### config.mk
export PLATFORM = sky130hd
export DESIGN_NAME = tanh_share_arbiter
export DESIGN_NICKNAME = d
export VERILOG_FILES = /design/src/rtl/tanh_share_arbiter.sv
export SDC_FILE = /design/constraint.sdc
export NUM_CORES = 1
export LEC_CHECK = 0
export CORE_AREA = 2 2 86 88
export CTS_BUF_LIST = sky130_fd_sc_hd__clkbuf_4 sky130_fd_sc_hd__clkbuf_8
export CTS_CLUSTER_SIZE = 20
export DETAILED_ROUTE_END_ITERATION = 16
export DIE_AREA = 0 0 88 90
export HOLD_SLACK_MARGIN = 0.02
export PLACE_DENSITY_LB_ADDON = 0.1
export SLEW_MARGIN = 20
export SYNTH_ARGS = -nofsm -noshare
export SYNTH_HDL_FRONTEND = slang
export SYNTH_SLANG_ARGS = --single-unit
### constraint.sdc
create_clock -name clk -period 1.5 [get_ports clk]
set_input_delay 0.225 -clock clk [delete_from_list [all_inputs] [get_ports clk]]
set_output_delay 0.225 -clock clk [all_outputs]
set_load 0.1 [all_outputs]
### src/rtl/tanh_share_arbiter.sv
`default_nettype none
`timescale 1ns/1ps
// ============================================================================
// Module   : tanh_share_arbiter
// Brief    : Round-robin sequencer sharing one start/ready tanh core among
//            N_REQ requesters. Define TANH_ARB_TIMEOUT_EN for the watchdog.
// Revision : 1.0 - initial release
// ============================================================================
module tanh_share_arbiter #(
    parameter int N_REQ     = 4,
    parameter int W         = 16,
    parameter int TO_CYCLES = 255
) (
    input  logic                     clk,
    input  logic                     rst,
    input  logic [N_REQ-1:0]         req_valid,
    input  logic [N_REQ*W-1:0]       req_x,
    output logic [N_REQ-1:0]         req_ack,
    output logic [N_REQ-1:0]         rsp_valid,
    output logic [W-1:0]             rsp_y,
    output logic                     rsp_err,
    output logic                     busy,
    output logic [$clog2(N_REQ)-1:0] grant_id,
    output logic                     core_start,
    output logic [W-1:0]             core_x,
    input  logic                     core_ready,
    input  logic [W-1:0]             core_y
);

    localparam int IDW = $clog2(N_REQ);

    typedef enum logic [2:0] {
        S_IDLE    = 3'd0,
        S_ISSUE   = 3'd1,
        S_WAIT_LO = 3'd2,
        S_WAIT_HI = 3'd3,
        S_RESP    = 3'd4
    } state_t;

    state_t           r_state, w_state_nxt;
    logic [IDW-1:0]   r_ptr, w_ptr_nxt;
    logic [IDW-1:0]   r_grant, w_grant_nxt;
    logic [IDW-1:0]   w_pick;
    logic [IDW:0]     w_sum;
    logic             w_found;
    logic [W-1:0]     w_x [N_REQ];
    logic [N_REQ-1:0] r_ack, w_ack_nxt;
    logic [N_REQ-1:0] r_rsp_valid, w_rsp_valid_nxt;
    logic [W-1:0]     r_core_x, w_core_x_nxt;
    logic [W-1:0]     r_rsp_y, w_rsp_y_nxt;
    logic             r_start, w_start_nxt;
    logic             r_busy;
    logic             r_err, w_err_nxt;
    logic             w_timeout;

    if (N_REQ < 2 || TO_CYCLES < 1) begin : g_param_chk
        $error("tanh_share_arbiter: N_REQ must be >= 2 and TO_CYCLES >= 1");
    end

    for (genvar gi = 0; gi < N_REQ; gi++) begin : g_unpack
        assign w_x[gi] = req_x[gi*W +: W];
    end

    // Search starts one past the last served requester, wrapping modulo N_REQ.
    always_comb begin
        w_found = 1'b0;
        w_pick  = '0;
        w_sum   = '0;
        for (int k = 1; k <= N_REQ; k++) begin
            w_sum = {1'b0, r_ptr} + (IDW+1)'(k);
            if (w_sum >= (IDW+1)'(N_REQ)) begin
                w_sum = w_sum - (IDW+1)'(N_REQ);
            end
            if (!w_found && req_valid[w_sum[IDW-1:0]]) begin
                w_found = 1'b1;
                w_pick  = w_sum[IDW-1:0];
            end
        end
    end

`ifdef TANH_ARB_TIMEOUT_EN
    localparam int CW = $clog2(TO_CYCLES + 1);
    logic [CW-1:0] r_to_cnt;
    logic          w_waiting;

    assign w_waiting = (r_state == S_WAIT_LO) || (r_state == S_WAIT_HI);

    always_ff @(posedge clk) begin
        if (rst || !w_waiting) begin
            r_to_cnt <= '0;
        end else begin
            r_to_cnt <= r_to_cnt + CW'(1);
        end
    end

    assign w_timeout = w_waiting && (r_to_cnt == CW'(TO_CYCLES - 1));
`else
    assign w_timeout = 1'b0;
`endif

    always_comb begin
        w_state_nxt     = r_state;
        w_ptr_nxt       = r_ptr;
        w_grant_nxt     = r_grant;
        w_core_x_nxt    = r_core_x;
        w_rsp_y_nxt     = r_rsp_y;
        w_ack_nxt       = '0;
        w_rsp_valid_nxt = '0;
        w_start_nxt     = 1'b0;
        w_err_nxt       = 1'b0;
        case (r_state)
            S_IDLE: begin
                if (w_found) begin
                    w_state_nxt  = S_ISSUE;
                    w_grant_nxt  = w_pick;
                    w_core_x_nxt = w_x[w_pick];
                    w_start_nxt  = 1'b1;
                    w_ack_nxt    = N_REQ'(1) << w_pick;
                end
            end
            S_ISSUE: begin
                w_state_nxt = S_WAIT_LO;
            end
            S_WAIT_LO: begin
                if (w_timeout) begin
                    w_state_nxt     = S_RESP;
                    w_rsp_y_nxt     = '0;
                    w_err_nxt       = 1'b1;
                    w_rsp_valid_nxt = N_REQ'(1) << r_grant;
                end else if (!core_ready) begin
                    w_state_nxt = S_WAIT_HI;
                end
            end
            S_WAIT_HI: begin
                // A result arriving on the watchdog's last cycle still wins.
                if (core_ready) begin
                    w_state_nxt     = S_RESP;
                    w_rsp_y_nxt     = core_y;
                    w_rsp_valid_nxt = N_REQ'(1) << r_grant;
                end else if (w_timeout) begin
                    w_state_nxt     = S_RESP;
                    w_rsp_y_nxt     = '0;
                    w_err_nxt       = 1'b1;
                    w_rsp_valid_nxt = N_REQ'(1) << r_grant;
                end
            end
            S_RESP: begin
                w_ptr_nxt   = r_grant;
                w_state_nxt = S_IDLE;
            end
            default: begin
                w_state_nxt = S_IDLE;
            end
        endcase
    end

    always_ff @(posedge clk) begin
        if (rst) begin
            r_state     <= S_IDLE;
            r_ptr       <= IDW'(N_REQ - 1);
            r_grant     <= '0;
            r_core_x    <= '0;
            r_rsp_y     <= '0;
            r_ack       <= '0;
            r_rsp_valid <= '0;
            r_start     <= 1'b0;
            r_err       <= 1'b0;
            r_busy      <= 1'b0;
        end else begin
            r_state     <= w_state_nxt;
            r_ptr       <= w_ptr_nxt;
            r_grant     <= w_grant_nxt;
            r_core_x    <= w_core_x_nxt;
            r_rsp_y     <= w_rsp_y_nxt;
            r_ack       <= w_ack_nxt;
            r_rsp_valid <= w_rsp_valid_nxt;
            r_start     <= w_start_nxt;
            r_err       <= w_err_nxt;
            r_busy      <= (w_state_nxt != S_IDLE);
        end
    end

    assign req_ack    = r_ack;
    assign rsp_valid  = r_rsp_valid;
    assign rsp_y      = r_rsp_y;
    assign rsp_err    = r_err;
    assign busy       = r_busy;
    assign grant_id   = r_grant;
    assign core_start = r_start;
    assign core_x     = r_core_x;

endmodule
`default_nettype wire

Word-level counts from Yosys, hierarchy flattened
Cells that the tools add are included.
- flip-flop bits (word level): 49
- logic and storage cells: 78
- output and inout bits: 45
- reductions and logical operators: 13
- add/subtract/negate cells: 8
- order comparisons: 9
- multiplexer cells: 28
- bitwise gates (word level): 5
- shift-type cells: 2
- equality and inequality tests: 4
- operators with widths (operator ; count):
    $bmux 16 s2 ; 1
    $mux 16 ; 2
    $mux 2 ; 8
    $ge 3x3->1 const B ; 5
    $lt 2x3->1 const B ; 4
    $pmux 3 s4 ; 1
    $mux 1 ; 9
    $mux 3 ; 3
    $bmux 1 s2 ; 4
    $shl 1x2->4 const A ; 2
    $sub 2x1->2 const B ; 4
    $add 2x2->3 const B ; 2
    $eq 3x2->1 const B ; 2
    $reduce_or 3->1 ; 2
    $not 1->1 ; 4
    $reduce_and 2->1 ; 2
    $add 2x1->3 const B ; 1
    $add 2x3->3 const B ; 1
    $eq 3x1->1 const B ; 1
    $eq 3x3->1 const B ; 1
    $logic_and 1x1->1 ; 3
    $logic_not 1->1 ; 3
    $logic_not 3->1 ; 1
    $not 2->3 ; 1
    other kinds (2) ; 2

Depth between registers and ports, before layout
- depth in word-level cells: 19
- gate-level depth with buffers: 8

Worst setup path before layout
Ideal clock, no wire load.
- path type: reg2reg
- start: register r_ptr[1]
- end: register r_core_x[10], in the netlist core_x[10]
- setup slack: -172 ps
- stages on the path, launching flop included: 9
- clock period less this slack: 1672 ps
- data arrival time: 1543 ps
- library setup time: 128 ps
- path buffers: 3
- required time: 1372 ps
- cell sequence: dfxtp_1 -> buf_4 -> mux2i_1 -> o22ai_1 -> o21ba_2 -> buf_6 -> buf_4 -> mux2i_1 -> o211ai_1
- longest elaborated chain between the ends: 19
- RTL lines (what ; line ; text):
    start, declared ; 41 ; logic [IDW-1:0] r_ptr, w_ptr_nxt;
    start signal, assigned ; 160 ; r_ptr <= IDW'(N_REQ - 1);
    start signal, assigned ; 171 ; r_ptr <= w_ptr_nxt;
    $add 2x1->3 ; 70 ; w_sum = {1'b0, r_ptr} + (IDW+1)'(k);
    $ge 3x3->1 / $sub 2x1->2 (equally long branches) ; 71, 72 ;
    $mux 2 ; 71 ; if (w_sum >= (IDW+1)'(N_REQ)) begin
    $bmux 1 s2 ; 74 ; if (!w_found && req_valid[w_sum[IDW-1:0]]) begin
    $mux 1 (implied by the code) ; 74 ;
    $mux 1 ; 74 ;
    $logic_not 1->1 ; 74 ;
    $logic_and 1x1->1 ; 74 ;
    (+2 left out) ; -- ;
    $logic_and 1x1->1 ; 74 ;
    $mux 1 ; 74 ;
    $logic_not 1->1 ; 74 ;
    $logic_and 1x1->1 ; 74 ;
    $mux 2 ; 74 ;
    $not 2->3 (implied by the code) ; 116 ; w_core_x_nxt = w_x[w_pick];
    $bmux 16 s2 ; 116 ;
    $mux 16 (implied by the code) (2 in series) ; 116 ;
    end signal, assigned ; 173 ; r_core_x <= w_core_x_nxt;
    end, declared ; 49 ; logic [W-1:0] r_core_x, w_core_x_nxt;
Several ways; a longest one is shown, not always the timed one. The select of a mux whose other input is x is not followed.
A chain may end at the register's enable or synchronous reset.

Worst setup path in the final report
Ends and elaborated chain as after synthesis.

==> impl_metrics.tcl <==
set metrics [dict create \
    status "complete, but fails checks" \
    synth_top_cell_area_share 0.401 \
    drt_iter0_markers 55 \
    stdcell_area_um2 5230 \
    grt_pass1_vias 2610 \
    power_leakage_nw 2.05 \
    path_clk_slew_ns 0.10 \
    drcViolationCount 0 \
    ir_drop_mv 0.633 \
    gp_congestion 0.824 \
    grt_max_degree 24 \
    cp_max_fo 7 \
    grt_pass1_wl_mm 12.8 \
    track_usage 0.202 \
    viasPerCell 4.88 \
    setup_slack_ns -0.242 \
    dr.pass1.iters 4 \
    wl_per_cell_um 15.6 \
    root_buffer "clkbuf_8" \
    syn_area_per_cell_um2 9.12 \
    synthTopCellsByArea "dfxtp_1, mux2i_1, nor4b_1" \
    row_count 31 \
    hold_class "input port to flip-flop" \
    drive_gt1_frac 0.364 \
    setup_viol 18 \
    fp.dieH_um 90 \
    cts_buffers 5 \
    fill_cells 491 \
    syn_nets 355 \
    drv_cap 0 \
    pre_cts_slack_ns -0.528 \
    synth_top_area_cell "dfxtp_1" \
    finalCritPeriodShare 1.16 \
    io_buffers 130 \
    start_util 0.348 \
    totalWireLength_mm 8.37 \
    area_delta_synth_final_pct 114 \
    critPathCaptureType "flip-flop" \
    die_area_um2 7920 \
    critPathLaunchType "flip-flop" \
    power_density_nw_per_um2 912 \
    cts_tree "yes" \
    syn_area_um2 2440 \
    core_area_um2 7020 \
    vias 2627 \
    period_minus_slack_ns 1.74 \
    htree_num_levels 2 \
    clock_latency_ns 0.32 \
    synth_seq_area_share 0.401 \
    rsz0062_at_grt "yes" \
    diodes 0 \
    hold_viol 0 \
    finalMaxSlewViolations 0 \
    ys_types 37 \
    hold_ws_ns 0.451 \
    violations "setup timing" \
    ys_warn_count 0 \
    die_w_um 88 \
    ys_ff_latch 49 \
    crit_type "flip-flop to flip-flop" \
    fin_skew_ns 0.0156 \
    cp_data_required_time_ns 1.70 \
    cts_buffer_depth 2 \
    arrival_ns 1.94 \
    num-nets-final 525 \
    syn-instance-count 268 \
    gr-total-overflow 0 \
    clkSinkCount 49 \
    placed_area_um2 4520 \
    hpwl_mm 5.58 \
    antenna_found_initial 0 \
    ant_nets 0 \
    post-route-util 0.744 \
    fmax_mhz 574 \
    boundaryPins 132 \
]
## synthesized netlist by cell type (all sizes together)
library cell / number
nand2: 55
dfxtp: 49
mux2i: 33
nor4b: 26
a21oi: 19
buf: 16
o211ai: 15
nor2: 12
nand3: 7
clkbuf: 5
inv: 3
nand2b: 3
nor3: 3
o221ai: 3
nor2b: 2
nor4: 2
o21ai: 2
a211oi: 1
a21boi: 1
and2: 1
and3b: 1
conb: 1
nand3b: 1
o21ba: 1
o21bai: 1
o22ai: 1
o2bb2ai: 1
o31a: 1
or2: 1
or4: 1
## worst max-delay path, stage by stage, from the launching register on
cell and delay, ns:
dfxtp_4 0.39, mux2i_2 0.24, o22ai_2 0.13, o21ba_4 0.28, buf_12 0.13, buf_12 0.13
mux2i_2 0.22, o211ai_1 0.10
## final timing paths
path	startpoint	endpoint	slack [ns]	cells after the start
worst max-delay path	r_ptr[1]	core_x[10]	-0.24	7
worst min-delay path	core_y[14]	rsp_y[14]	0.45	3
worst max register to register	r_ptr[1]	core_x[10]	-0.24	7
worst min register to register	rsp_y[4]	rsp_y[4]	0.49	2
## per-layer routing
metal / vias up / track usage / share of wire
met1: 1220 / 0.240 / 0.40
met4: 0 / 0.0500 / 0.0090
met2: 93 / 0.352 / 0.52
met3: 11 / 0.0569 / 0.064
met5: - / 0 / 0
li1: 1303 / - / -
## final cells by class
| class | instances | area, µm² | share of cell area |
|---|---|---|---|
| Clock inverter | 3 | 68.8 | 0.0132 |
| Sequential cell | 49 | 986 | 0.189 |
| Timing Repair Buffer | 183 | 2340 | 0.449 |
| Multi-Input combinational cell | 196 | 1620 | 0.310 |
| Tap cell | 99 | 124 | 0.0237 |
| Clock buffer | 5 | 68.8 | 0.0132 |
| Inverter | 3 | 13.8 | 0.00263 |
## state kept, by name (all words and copies together) (netlist names)
name	flops
grant_id	2
core_x	16
rsp_y	16
rsp_valid	4
core_start	1
r_state	3
req_ack	4
busy	1
r_ptr	2
## report_power, final
part	total (mW)	internal (mW)	leakage, nW	switching (mW)
Clock	1.16	0.672	0.0687	0.486
Sequential	1.51	1.40	0.400	0.109
Combinational	2.10	0.949	1.58	1.15
Total	4.76	3.02	2.05	1.74
## cells by family (layout without fill, tap and decap cells)
group,after synthesis,after routing,synth area share
mux,33,33,0.135
simple gates,115,116,0.265
buf+inv,24,194,0.0696
compound gates,46,46,0.128
other cells,1,1,0.00153
flops,49,49,0.401
## metrics by stage
| step | instances | TNS (ns) | power [mW] |
|---|---|---|---|
| after global placement | 509 | -11.64 | 3.36 |
| after detailed placement | 509 | -12.63 | 3.37 |
| after global routing | 538 | -3.77 | 4.93 |
| final | 538 | -2.84 | 4.76 |
| after CTS | 535 | -1.33 | 4.70 |
| after floorplan | 268 | -0.819 | 2.56 |
## cell usage in the layout (no fill, tap or decap), types with 4 or more instances in the layout
cell type and n:
dfxtp_1 47, dlygate4sd2_1 4, buf_6 12, buf_12 51, nand2_1 53, a21oi_1 19
mux2i_2 6, nor4b_4 7, o211ai_1 15, clkdlybuf4s50_1 82, nor2_1 8, buf_4 29
nor4b_2 18, clkbuf_8 5, mux2i_1 26, nand3_1 6
## repair_timing
| item | CTS | global route |
|---|---|---|
| cloned | 4 | 1 |
| pin swaps | 13 | 10 |
| endpoints found under the setup margin | 22 | 20 |
| gates resized for setup | 29 | 43 |
| buffers inserted | 15 | 4 |
| hold buffers | 0 | 0 |
Power figures use the tool's default switching activity.
